### config.mk
export PLATFORM = sky130hd
export DESIGN_NAME = pipe_ctrl
export DESIGN_NICKNAME = d
export VERILOG_FILES = /design/src/rtl/pipe_ctrl.sv
export SDC_FILE = /design/constraint.sdc
export NUM_CORES = 1
export LEC_CHECK = 0
export BUFFER_PORTS_ARGS = -buffer_cell sky130_fd_sc_hd__buf_4
export CAP_MARGIN = 20
export CORE_MARGIN = 2
export CORE_UTILIZATION = 40
export CTS_BUF_LIST = sky130_fd_sc_hd__clkbuf_16
export CTS_CLUSTER_DIAMETER = 150
export DETAILED_ROUTE_END_ITERATION = 8
export GPL_TIMING_DRIVEN = 0
export HOLD_SLACK_MARGIN = 0.02
export PLACE_DENSITY_LB_ADDON = 0.05
export SLEW_MARGIN = 20
export SYNTH_ARGS = -nofsm -noshare
export SYNTH_HDL_FRONTEND = slang
export SYNTH_SLANG_ARGS = --single-unit
### constraint.sdc
create_clock -name clk -period 2.2 [get_ports clk]
set_input_delay 0.44 -clock clk [delete_from_list [all_inputs] [get_ports clk]]
set_output_delay 0.44 -clock clk [all_outputs]
set_load 0.02 [all_outputs]
### src/rtl/pipe_ctrl.sv
// Pause/flush sequencer for the 5-stage pipeline: hazard priority, branch/trap redirect, drain.
// Optional PIPE_CTRL_PERF_EN adds saturating stall/redirect counters.
module pipe_ctrl #(
  parameter int unsigned XLEN         = 32,
  parameter int unsigned DRAIN_CYCLES = 2,
  parameter int unsigned STAGES       = 5
) (
  input  logic              clk,
  input  logic              rst,
  input  logic              ld_use,
  input  logic              ex_busy,
  input  logic              mem_busy,
  input  logic              br_taken,
  input  logic [XLEN-1:0]   br_target,
  input  logic              trap_req,
  input  logic [XLEN-1:0]   trap_vec,
  output logic [STAGES-1:0] pause,
  output logic [STAGES-1:0] flush,
  output logic              redirect,
`ifdef PIPE_CTRL_PERF_EN
  output logic [31:0]       stall_cnt,
  output logic [31:0]       redir_cnt,
`endif
  output logic [XLEN-1:0]   target
);

  localparam int unsigned CntW = (DRAIN_CYCLES > 1) ? $clog2(DRAIN_CYCLES + 1) : 1;

  // Bit 0 = PC, 1 = IF/ID, 2 = ID/EX, 3 = EX/MEM, 4 = MEM/WB.
  localparam logic [STAGES-1:0] FlTrap  = 5'b01111;
  localparam logic [STAGES-1:0] PsMem   = 5'b01111;
  localparam logic [STAGES-1:0] FlMem   = 5'b10000;
  localparam logic [STAGES-1:0] PsEx    = 5'b00111;
  localparam logic [STAGES-1:0] FlEx    = 5'b01000;
  localparam logic [STAGES-1:0] FlBr    = 5'b00110;
  localparam logic [STAGES-1:0] PsLd    = 5'b00011;
  localparam logic [STAGES-1:0] FlLd    = 5'b00100;
  localparam logic [STAGES-1:0] PsDrain = 5'b00001;

  typedef enum logic [1:0] {StRun, StStall, StDrain} state_e;

  state_e          state_q, state_d;
  logic            br_pend_q, br_pend_d;
  logic [XLEN-1:0] pend_tgt_q, pend_tgt_d;
  logic [CntW-1:0] cnt_q, cnt_d;

  always_ff @(posedge clk or negedge rst) begin
    if (!rst) begin
      state_q    <= StRun;
      br_pend_q  <= 1'b0;
      pend_tgt_q <= '0;
      cnt_q      <= '0;
    end else begin
      state_q    <= state_d;
      br_pend_q  <= br_pend_d;
      pend_tgt_q <= pend_tgt_d;
      cnt_q      <= cnt_d;
    end
  end

  always_comb begin
    state_d    = state_q;
    br_pend_d  = br_pend_q;
    pend_tgt_d = pend_tgt_q;
    cnt_d      = cnt_q;
    pause      = '0;
    flush      = '0;
    redirect   = 1'b0;
    target     = '0;

    if (trap_req) begin
      // Trap wins in every state, including a restart from DRAIN.
      flush     = FlTrap;
      redirect  = 1'b1;
      target    = trap_vec;
      br_pend_d = 1'b0;
      if (DRAIN_CYCLES > 0) begin
        state_d = StDrain;
        cnt_d   = CntW'(DRAIN_CYCLES);
      end else begin
        state_d = StRun;
      end
    end else if (state_q == StDrain) begin
      pause = PsDrain;
      cnt_d = cnt_q - CntW'(1);
      if (cnt_q == CntW'(1)) state_d = StRun;
    end else if (mem_busy || ex_busy) begin
      pause   = mem_busy ? PsMem : PsEx;
      flush   = mem_busy ? FlMem : FlEx;
      state_d = StStall;
      // Youngest branch resolved during the stall is the one replayed.
      if (br_taken) begin
        br_pend_d  = 1'b1;
        pend_tgt_d = br_target;
      end
    end else if (br_taken || br_pend_q) begin
      redirect  = 1'b1;
      flush     = FlBr;
      target    = br_taken ? br_target : pend_tgt_q;
      br_pend_d = 1'b0;
      state_d   = StRun;
    end else if (ld_use) begin
      pause   = PsLd;
      flush   = FlLd;
      state_d = StRun;
    end else begin
      state_d = StRun;
    end

    if (!rst) begin
      pause    = '0;
      flush    = '1;
      redirect = 1'b0;
      target   = '0;
    end
  end

`ifdef PIPE_CTRL_PERF_EN
  always_ff @(posedge clk or negedge rst) begin
    if (!rst) begin
      stall_cnt <= '0;
      redir_cnt <= '0;
    end else begin
      if (|pause && stall_cnt != '1) stall_cnt <= stall_cnt + 32'd1;
      if (redirect && redir_cnt != '1) redir_cnt <= redir_cnt + 32'd1;
    end
  end
`endif

endmodule

==> results.txt, run 1 <==
----------------------------------------------------
[Routing]
  Number of vias per cell after detailed routing ... about 5.4
  Violation count after the first detailed-routing iteration ... a little under 100
  Drt pass-1 iters ... 4
  Number of vias in the routed layout ... 2,109
  Final routed DRC violation total ... 0
  Drt wl/cell ... approximately 16 microns
  Number of antenna-violating nets in the routed design ... 0
  Final wirelength ... 6.34 mm

[Setup path]
  Reg-to-reg critical path endpoint ... pend_tgt_q[2]$_DFFE_PN0P_
  Register-to-register setup slack ... roughly 0.25 ns
  Buffers plus inverters on the worst setup path ... 3
  Max FO, Critical Path ... 5
  Worst reg-to-reg path cell count ... 6
  Arrival time of data at the critical path endpoint ... roughly 1.7 ns
  Crit path launch type ... flop
  Worst Path Class, Setup ... reg -> out
  Cell type group with the largest total delay on the critical path ... buffers and inverters
  Slowest cell on the critical path ... dfrtp_1
  Most used cell, CP ... buf_6
  Nature of the critical path endpoint ... output pin
  Delay of the slowest critical-path stage ... 0.37 ns
  Launch instance of the worst register-to-register path ... state_q[1]$_DFFE_PN0P_
  CP Data Required Time ... 1.76 ns
  Cell-by-cell listing of the critical path ... nor2b_4 > nor4_4 > buf_6 > clkbuf_16 > a32o_1 > buf_6

[Synthesis]
  Dominant combinational cell family by area after synthesis ... multiplexers
  Adder-Cell Fraction of Synth Area ... less than 1%
  Cell area after synthesis ... about 2300 sq um
  Most used flip-flop cell after synthesis ... dfrtp_1
  Number of register bits inferred by synthesis ... 37
  Top post-synthesis cells by count ... mux2_2, dfrtp_1, a32o_1
  Number of distinct library cells after synthesis ... 28
  Synthesis Warnings ... 0
  Cell type with the highest aggregate area in the netlist ... dfrtp_1
  Number of enable flip-flop cells after synthesis ... 0
  Xor and xnor area share after synthesis ... less than 1%
  Post-synthesis cell count ... between 150 and 200
  Synthesized-area fraction occupied by ao, oa, aoi and oai cells ... approximately 17%
  Most common cell in the synthesized netlist ... mux2_2
  Simple logic cell fraction of the synthesized area ... 5.52%
  Register area share after synthesis ... 40.0%
  Syn avg cell area ... approximately 12 sq um
  Multiplexer area fraction after synthesis ... 31.2%
  Top-area cell type share of the netlist area ... ~40%
  Dominant cells by area after synthesis ... dfrtp_1, mux2_2, a32o_1, buf_2, clkbuf_1
  Share of synthesized registers carrying an async set or reset ... between 90% and 100%
  Syn_nets ... about 260

[GRT]
  Global-route wire length before repair ... between 9 and 10 mm
  Largest net degree at the start of global routing ... 37
  Initial antenna violation count ... 0
  Overall Global Routing Usage ... between 10% and 20%
  Number of global-route vias before repair ... roughly 2,000
  Total congestion overflow ... 0

[Power]
  Switching share of power ... between 20% and 30%
  Leakage power figure ... roughly 1.8 nW
  Sequential share of power ... a little under two fifths
  Maximum vdd ir drop ... just over 0.4 mV
  Logic gate share of total power ... a little over a third
  Internal Power ... 2.21 mW
  Clock group share of total power ... between 20% and 30%
  Net load switching power ... 831 uW
  Areal power density over the cells ... around 820 nW/um^2

[Final layout]
  Area added between synthesis and finish ... 60.5%
  Share of cells above drive strength 1 ... 70.2%
  Design Area, Final ... 3710 sq um
  Final design utilization ... between 60% and 70%
  Post-route insts no fill ... ~400
  Antenna diode count ... 0
  Post-layout nets ... 390

[Floorplan]
  Initial core utilization ... 41.7%
  X dimension of the die ... ~80 microns
  Core Rows ... 27
  Height of the die ... around 80 microns
  Ports placed on the boundary ... between 100 and 150
  Total die area ... ~6400 sq um
  Core Area ... between 5000 and 6000 sq um

[STA]
  Unrepaired setup endpoints after global routing ... yes
  Number of hold violations in the final report ... 0
  Top achievable clock speed ... 461 MHz
  Count of pins over their slew limit ... 0
  Final worst path period share ... about 100%
  Measured slew at the worst slew-check pin ... about 0.50 ns
  Setup violators final ... 0
  Worst max-slew margin expressed relative to the limit ... about two thirds
  Time the worst path needs with I/O delays and setup ... about 2.2 ns
  Clock skew ... 0.00790 ns

[Placed design]
  Number of buffer cells added on primary ports ... 110
  Placer Congestion ... 0.735
  Post-detailed-placement cell area ... 3230 sq um
  # placed instances ... between 300 and 400
  Detailed-placement wirelength estimate ... 4.31 mm

[Clock tree]
  Clock insertion delay at the later pin of the skew report ... around 0.28 ns
  Number of CTS-inserted buffers ... 5
  CTS tree ... yes
  Clock buffer depth ... 2
  Number of clock sinks ... 37
  Clock transition at the registers of the reported paths ... approximately 0.060 ns
  Depth of the CTS H-tree ... 2
  CTS Root Buffer Type ... clkbuf_16

[Run]
  Maximum capacitance violations ... 0

[Outcome]
  Run status ... finished clean

[Hold path]
  Worst hold-check path type ... in -> async

----------------------------------------------------
worst register-to-register path, delay by kind of cell (launching register included):
| family | cells | cell delay, ns |
|---|---|---|
| buffers and inverters | 3 | 0.52 |
| muxes | 1 | 0.34 |
| and+or+nand+nor | 2 | 0.60 |
| DFF | 1 | 0.37 |
layout make-up:
type / count / area, sq um
plain buffers: 20 / 158
clock buffers: 5 / 125
clock inverters: 3 / 37.5
fillers: 470 / 1830
inverters: 4 / 15.0
multi-input cells: 127 / 1280
flip-flops and latches: 37 / 926
well taps: 72 / 90.1
repair buffers: 123 / 1080
metrics by stage:
step / setup slack [ns] / total power, mW / TNS [ns] / hold slack [ns]
after floorplan: 0.0396 / 1.84 / 0 / 0.144
after global placement: -0.409 / 2.11 / -12.07 / 0.454
after detailed placement: -0.399 / 2.15 / -12.14 / 0.453
after CTS: -0.0525 / 3.05 / -0.993 / 0.113
after global routing: -0.0306 / 3.23 / -0.203 / 0.118
final: 0.0325 / 3.04 / 0 / 0.105
cell usage in the layout (no fill, tap or decap), drive strengths merged:
cell type and count:
nor4b 1, o31ai 2, nor2b 2, nand2b 2, and2 1, dfrtp 37
nor2 7, a21oi 3, ha 1, a211o 1, buf 131, bufinv 1
o21a 1, clkinv 1, xnor2 1, clkbuf 16, mux2 64, conb 1
a311o 1, nor4 1, inv 5, nor3 3, dlygate4sd3 1, nand2 2
o21bai 1, a32o 32
worst max path at each step:
stage               slack, ns  depth (start not counted)                    from         end
finish                   0.03                          6  state_q[1]$_DFFE_PN0P_   target[5]
floorplan                0.04                          4                br_taken  target[12]
global route            -0.03                          6  state_q[1]$_DFFE_PN0P_   target[5]
detailed placement      -0.40                          7                     rst    pause[1]
CTS                     -0.05                          7  state_q[1]$_DFFE_PN0P_  target[24]
global placement        -0.41                          7                     rst    pause[1]
per-layer routing:
| layer | global-route usage (%) | share of wire [%] |
|---|---|---|
| met2 | 32.1 | 48 |
| met3 | 4.30 | 6.0 |
| met4 | 4.07 | 0.66 |
| met1 | 26.9 | 45 |
| met5 | 0 | 0 |
cell families (layout without fill, tap and decap cells):
kind of cell	count (synthesis)	count (layout)
adder cells (fa/ha/maj)	1	1
buffers and inverters	25	155
AND/OR/NAND/NOR	19	19
XOR/XNOR	1	1
other	1	1
flip-flops	37	37
multiplexers	64	64
AO/OA/AOI/OAI	41	41
state kept, by name, summed over array words and instances (netlist names):
| register | flops |
|---|---|
| cnt_q | 2 |
| pend_tgt_q | 32 |
| br_pend_q | 1 |
| state_q | 2 |
power by group through the flow:
stage	combinational (mW)	clock [mW]	sequential [mW]
6_report	1.11	0.786	1.14
5_1_grt	1.21	0.837	1.19
4_1_cts	1.10	0.803	1.15
3_5_place_dp	0.999	0	1.15
3_3_place_gp	0.978	0	1.14
2_1_floorplan	0.727	0	1.11
what timing repair did:
action	4_1_cts	5_1_grt
setup endpoints to repair	39	35
buffers inserted	6	1
pin swaps	3	5
resized for setup	37	25
hold endpoints to repair	36	0
hold buffers	2	0
gates cloned	1	3
(Power assumes the default switching activity.)
==> inputs of run 2 (changes only) <==
GPL_TIMING_DRIVEN = not set   (was 0)
==> results.txt, run 2 (synthesized netlist as in run 1, its figures left out) <==
----------------------------------------------------
[Placed design]
  Placer Congestion ... 0.715 (-2.8%)
  Post-detailed-placement cell area ... 3250 sq um (+0.74%)
  Number of buffer cells added on primary ports ... 112 (+1.8%)
  Detailed-placement wirelength estimate ... 4.21 mm (-2.3%)
  # placed instances ... 363 (-2.2%)

[Routing]
  Final wirelength ... 5.92 mm (-6.7%)
  Number of vias in the routed layout ... 2,037 (-3.4%)
  Drt wl/cell ... 15.9 microns (-1.9%)
  Number of vias per cell after detailed routing ... 5.48 (+1.5%)
  Final routed DRC violation total ... 0 (unchanged)
  Drt pass-1 iters ... 4 (unchanged)
  Violation count after the first detailed-routing iteration ... 82 (-16%)
  Number of antenna-violating nets in the routed design ... 0 (unchanged)

[Floorplan]
  Height of the die ... 80.0 microns (unchanged)
  Initial core utilization ... 41.7% (unchanged)
  Core Area ... 5540 sq um (unchanged)
  Core Rows ... 27 (unchanged)
  Total die area ... 6400 sq um (unchanged)
  X dimension of the die ... 80.0 microns (unchanged)
  Ports placed on the boundary ... 114 (unchanged)

[STA]
  Final worst path period share ... 101% (+2.1 points)
  Top achievable clock speed ... 452 MHz (-2.1%)
  Time the worst path needs with I/O delays and setup ... 2.21 ns (+0.0455 ns)
  Number of hold violations in the final report ... 0 (unchanged)
  Unrepaired setup endpoints after global routing ... yes
  Final worst-path setup slack ... -0.0130 ns (-0.0455 ns)
  Setup violators final ... 2 (+2)
  Clock skew ... 0.00507 ns (-0.00284 ns)
  Post-Route Setup TNS ... -0.0150 ns (-0.0150 ns)
  Count of pins over their slew limit ... 0 (unchanged)

[Clock tree]
  CTS tree ... yes
  Clock insertion delay at the later pin of the skew report ... 0.28 ns (about the same)
  Hold-fix buffers at CTS ... 0 (-2)
  Number of CTS-inserted buffers ... 5 (unchanged)
  Depth of the CTS H-tree ... 2 (unchanged)
  CTS Root Buffer Type ... clkbuf_16
  Clock transition at the registers of the reported paths ... 0.05 ns (about the same)
  Clock buffer depth ... 2 (unchanged)
  Number of clock sinks ... 37 (unchanged)

[Power]
  Maximum vdd ir drop ... 0.466 mV (+15%)
  Power after layout ... 2.85 mW (-6.3%)
  Sequential share of power ... 40.3% (+2.7 points)
  Areal power density over the cells ... 815 nW/um^2 (-0.48%)
  Internal Power ... 2.04 mW (-7.8%)
  Logic gate share of total power ... 36.5% (about the same)
  Net load switching power ... 813 uW (-2.2%)
  Switching share of power ... 28.5% (+1.2 points)
  Clock group share of total power ... 23.2% (-2.7 points)
  Leakage power figure ... 1.66 nW (-7.1%)

[Setup path]
  Worst reg-to-reg path cell count ... 5 (-1)
  Arrival time of data at the critical path endpoint ... 1.77 ns (+0.04 ns)
  CP Data Required Time ... 1.76 ns (about the same)
  Max FO, Critical Path ... 8 (+3)
  Worst setup path end ... target[3]
  Register-to-register setup slack ... 0.51 ns (+0.26 ns)
  Launch instance of the worst register-to-register path ... state_q[1]$_DFFE_PN0P_
  Crit path launch type ... flop
  Nature of the critical path endpoint ... output pin
  Start point of the critical path ... state_q[1]$_DFFE_PN0P_
  Worst Path Class, Setup ... reg -> out
  Reg-to-reg critical path endpoint ... pend_tgt_q[20]$_DFFE_PN0P_

[GRT]
  Largest net degree at the start of global routing ... 40 (+8.1%)
  Number of global-route vias before repair ... 1,984 (-1.2%)
  Initial antenna violation count ... 0 (unchanged)
  Total congestion overflow ... 0 (unchanged)
  Overall Global Routing Usage ... 18.1% (-1.6 points)
  Global-route wire length before repair ... 9.12 mm (-7.1%)

[Final layout]
  Largest registers ranked by flip-flop count ... pend_tgt_q (32), cnt_q (2), state_q (2)
  Final design utilization ... 63.1% (-3.9 points)
  Sequential Area ... 926 sq um (unchanged)
  Register containing the most flip-flops in the final layout ... pend_tgt_q
  Share of cells above drive strength 1 ... 69.3% (-0.89 points)
  Antenna diode count ... 0 (unchanged)
  Commonest cells after routing, fill and taps aside ... buf_4, mux2_2, dfrtp_1
  Largest register FFs ... 32 (unchanged)
  Total of fill cells in the finished design ... 474 (+0.85%)
  Area added between synthesis and finish ... 51.1%
  Most common cell after layout, fill and taps aside ... buf_4
  Area used by multi-input combinational logic ... 1280 sq um (about the same)
  Design Area, Final ... 3490 sq um (-5.9%)
  Post-route insts no fill ... 372 (-4.9%)
  Post-layout nets ... 372 (-4.6%)

[Run]
  Maximum capacitance violations ... 0 (unchanged)

[Hold path]
  Worst hold-check path type ... in -> async

[Outcome]
  Violations in the final reports ... negative setup slack
  Run status ... finished with violations

----------------------------------------------------
## run 2: cell count changes in the layout (fill, tap and decap cells not counted), moves of 2 or more
cell      before  now
buf_2          3    0
buf_4         99  107
buf_6         23   14
buf_8          3    0
clkbuf_2       6    0
clkbuf_4       2    0
## run 2: worst min-delay path by stage
stage	from	end	slack [ns]
3_3_place_gp	pend_tgt_q[25]$_DFFE_PN0P_	pend_tgt_q[25]$_DFFE_PN0P_	0.48
4_1_cts	rst	pend_tgt_q[22]$_DFFE_PN0P_	0.26
6_report	rst	br_pend_q$_DFFE_PN0P_	0.23
3_5_place_dp	pend_tgt_q[25]$_DFFE_PN0P_	pend_tgt_q[25]$_DFFE_PN0P_	0.48
5_1_grt	rst	pend_tgt_q[29]$_DFFE_PN0P_	0.28
2_1_floorplan	rst	br_pend_q$_DFFE_PN0P_	0.14
## run 2: per-layer routing
metal  vias to the layer above  track usage [%]  share of wire [%]
met5                         -                0                  0
met4                         0             5.42                1.1
met3                         5             5.66                7.5
li1                        954                -                  -
met2                        72             29.9                 46
met1                      1006             22.5                 45
## run 2: power groups by stage
stage               clock network [mW]  logic (mW)  registers, mW
global route                     0.719        1.13           1.19
global placement                     0       0.996           1.15
finish                           0.660        1.04           1.15
detailed placement                   0        1.02           1.15
CTS                              0.686        1.02           1.15
floorplan                            0       0.727           1.11
## run 2: through the flow
stage	worst slack [ns]	hold slack, ns
2_1_floorplan	0.0396	0.144
4_1_cts	0.0129	0.261
5_1_grt	-0.0930	0.279
3_3_place_gp	0.181	0.484
3_5_place_dp	0.176	0.484
6_report	-0.0130	0.232
## run 2: final cells by class
class | instances | share of cell area, %
clock buffers | 5 | 3.58
multi-input cells | 127 | 36.6
flip-flops and latches | 37 | 26.5
well taps | 72 | 2.58
inverters | 4 | 0.430
clock inverters | 2 | 0.322
repair buffers | 125 | 29.9
## run 2: repair_timing
action / CTS / global route
pin swaps: 0 / 3
endpoints found under the setup margin: 16 / 25
cloned: 0 / 1
gates resized for setup: 1 / 25
setup buffers: 0 / 1
## run 2: worst max-delay path: stages, from the launching register on
cell	delay (ns)
dfrtp_1	0.37
nor2b_4	0.14
nor4_4	0.31
buf_4	0.21
clkbuf_16	0.16
a32o_1	0.19
buf_6	0.12
==> inputs of run 3 (changes only) <==
PLACE_DENSITY = 0.77   (was not set)
PLACE_DENSITY_LB_ADDON = not set   (was 0.05)
==> results.txt, run 3 (synthesized netlist as in run 1, its figures left out) <==
----------------------------------------------------
[Outcome]
  Run status ... finished clean

[Final layout]
  Antenna diode count ... 0 (unchanged)
  Largest registers ranked by flip-flop count ... pend_tgt_q (32), cnt_q (2), state_q (2)
  Post-layout nets ... 373 (+0.27%)
  Post-route insts no fill ... 374 (+0.54%)
  Commonest cells after routing, fill and taps aside ... buf_4, mux2_2, dfrtp_1
  Share of cells above drive strength 1 ... 70.9% (+1.5 points)
  Total of fill cells in the finished design ... 442 (-6.8%)
  Register containing the most flip-flops in the final layout ... pend_tgt_q
  Largest register FFs ... 32 (unchanged)
  Design Area, Final ... 3580 sq um (+2.6%)
  Most common cell after layout, fill and taps aside ... buf_4
  Area added between synthesis and finish ... 55.0%

[STA]
  Time the worst path needs with I/O delays and setup ... 2.17 ns (-0.0403 ns)
  Clock skew ... 0.00621 ns (+0.00114 ns)
  Count of pins over their slew limit ... 0 (unchanged)
  Number of hold violations in the final report ... 0 (unchanged)
  Unrepaired setup endpoints after global routing ... yes
  Measured slew at the worst slew-check pin ... between 0.5 and 0.6 ns
  Fin Hold WS ... 0.240 ns (+0.00804 ns)
  Setup violators final ... 0 (-2)
  Worst max-slew margin expressed relative to the limit ... between 60% and 70%
  Top achievable clock speed ... 460 MHz (+1.9%)
  Final worst path period share ... 98.8% (-1.8 points)

[Run]
  Maximum capacitance violations ... 0 (unchanged)

[Power]
  Power after layout ... 3.02 mW (+6.0%)
  Maximum vdd ir drop ... 0.448 mV (-3.9%)
  Leakage power figure ... 1.71 nW (+3.3%)
  Areal power density over the cells ... 842 nW/um^2 (+3.3%)

[Setup path]
  Buffers plus inverters on the worst setup path ... 3 (unchanged)
  Cell-by-cell listing of the critical path ... nor2b_4 > nor4_4 > buf_6 > buf_8 > a32o_2 > buf_6
  Critical path depth ... 6 (unchanged)
  Crit path launch type ... flop
  Reg-to-reg critical path endpoint ... pend_tgt_q[16]$_DFFE_PN0P_
  Start point of the critical path ... state_q[1]$_DFFE_PN0P_
  Delay of the slowest critical-path stage ... 0.39 ns (+0.02 ns)
  CP Data Required Time ... 1.76 ns (about the same)
  Nature of the critical path endpoint ... output pin
  Most used cell, CP ... buf_6
  Slowest cell on the critical path ... dfrtp_1
  Worst reg-to-reg path cell count ... 5 (unchanged)
  Worst setup path end ... target[31]
  Register-to-register setup slack ... 0.49 ns (-0.02 ns)
  Max FO, Critical Path ... 8 (unchanged)
  Worst Path Class, Setup ... reg -> out
  Cell type group with the largest total delay on the critical path ... buffers and inverters
  Arrival time of data at the critical path endpoint ... 1.73 ns (-0.04 ns)
  Launch instance of the worst register-to-register path ... state_q[1]$_DFFE_PN0P_

[Placed design]
  # placed instances ... 361 (-0.55%)
  Placer Congestion ... 0.746 (+4.3%)
  Number of buffer cells added on primary ports ... 112 (unchanged)
  Post-detailed-placement cell area ... 3240 sq um (-0.46%)
  Detailed-placement wirelength estimate ... 4.25 mm (+0.75%)

[Routing]
  Number of vias in the routed layout ... 2,056 (+0.93%)
  Drt pass-1 iters ... 4 (unchanged)
  Number of antenna-violating nets in the routed design ... 0 (unchanged)
  Final wirelength ... 6.41 mm (+8.3%)
  Number of vias per cell after detailed routing ... 5.50 (+0.39%)
  Final routed DRC violation total ... 0 (unchanged)
  Drt wl/cell ... 17.1 microns (+7.7%)
  Violation count after the first detailed-routing iteration ... 70 (-15%)

[Clock tree]
  Clock buffer depth ... 2 (unchanged)
  Number of clock sinks ... 37 (unchanged)
  CTS Root Buffer Type ... clkbuf_16
  Depth of the CTS H-tree ... 2 (unchanged)
  Clock insertion delay at the later pin of the skew report ... 0.28 ns (about the same)
  Number of CTS-inserted buffers ... 5 (unchanged)
  Clock transition at the registers of the reported paths ... 0.06 ns (about the same)
  Hold-fix buffers at CTS ... 0 (unchanged)
  CTS tree ... yes

[Floorplan]
  Initial core utilization ... 41.7% (unchanged)
  X dimension of the die ... 80.0 microns (unchanged)
  Ports placed on the boundary ... 114 (unchanged)
  Core Area ... 5540 sq um (unchanged)
  Height of the die ... 80.0 microns (unchanged)
  Core Rows ... 27 (unchanged)
  Total die area ... 6400 sq um (unchanged)

[GRT]
  Largest net degree at the start of global routing ... 40 (unchanged)
  Overall Global Routing Usage ... 18.4% (+0.32 points)
  Total congestion overflow ... 0 (unchanged)
  Number of global-route vias before repair ... 2,032 (+2.4%)
  Initial antenna violation count ... 0 (unchanged)
  Global-route wire length before repair ... 9.34 mm (+2.3%)

[Hold path]
  Worst hold-check path type ... in -> async

----------------------------------------------------
-- run 3: cell count changes in the layout (fill, tap and decap cells not counted), sizes merged --
cell / delta
buf: +1
bufinv: +1
-- run 3: per-stage QoR --
stage          utilization (%)  setup WS (ns)  setup TNS, ns
5_1_grt                   64.7        -0.0671          -1.21
3_3_place_gp              58.4          0.229              0
6_report                  64.7         0.0273              0
4_1_cts                   61.6        0.00435              0
3_5_place_dp              58.4          0.203              0
2_1_floorplan                -         0.0396              0
-- run 3: how the worst min path moves through the flow --
stage	start	to	slack [ns]
6_report	rst	pend_tgt_q[1]$_DFFE_PN0P_	0.24
5_1_grt	rst	pend_tgt_q[21]$_DFFE_PN0P_	0.28
4_1_cts	rst	pend_tgt_q[26]$_DFFE_PN0P_	0.26
3_5_place_dp	pend_tgt_q[25]$_DFFE_PN0P_	pend_tgt_q[25]$_DFFE_PN0P_	0.48
3_3_place_gp	pend_tgt_q[25]$_DFFE_PN0P_	pend_tgt_q[25]$_DFFE_PN0P_	0.47
2_1_floorplan	rst	br_pend_q$_DFFE_PN0P_	0.14
-- run 3: timing repair --
action	in CTS	in global routing
setup buffers	0	2
gates resized for setup	2	45
pin swaps	0	8
cloned	0	3
endpoints found under the setup margin	3	35
-- run 3: power by group --
group          switching, mW  internal (mW)
Sequential             0.153           1.00
Combinational          0.425          0.639
Clock                  0.270          0.530
Total                  0.848           2.17
-- run 3: routing by layer --
metal | GRT usage [%] | routed length, microns | vias up
met1 | 21.3 | 2670 | 1028
met4 | 4.58 | 42 | 0
li1 | - | - | 958
met5 | 0 | 0 | -
met3 | 5.43 | 382 | 4
met2 | 33.0 | 3310 | 66
-- run 3: layout make-up --
| cell class | count | area, sq um | area share, % |
|---|---|---|---|
| Multi-Input combinational cell | 127 | 1280 | 35.8 |
| Clock buffer | 5 | 125 | 3.49 |
| Clock inverter | 3 | 41.3 | 1.15 |
| Timing Repair Buffer | 126 | 1100 | 30.8 |
| Tap cell | 72 | 90.1 | 2.51 |
| Sequential cell | 37 | 926 | 25.8 |
| Inverter | 4 | 15.0 | 0.419 |
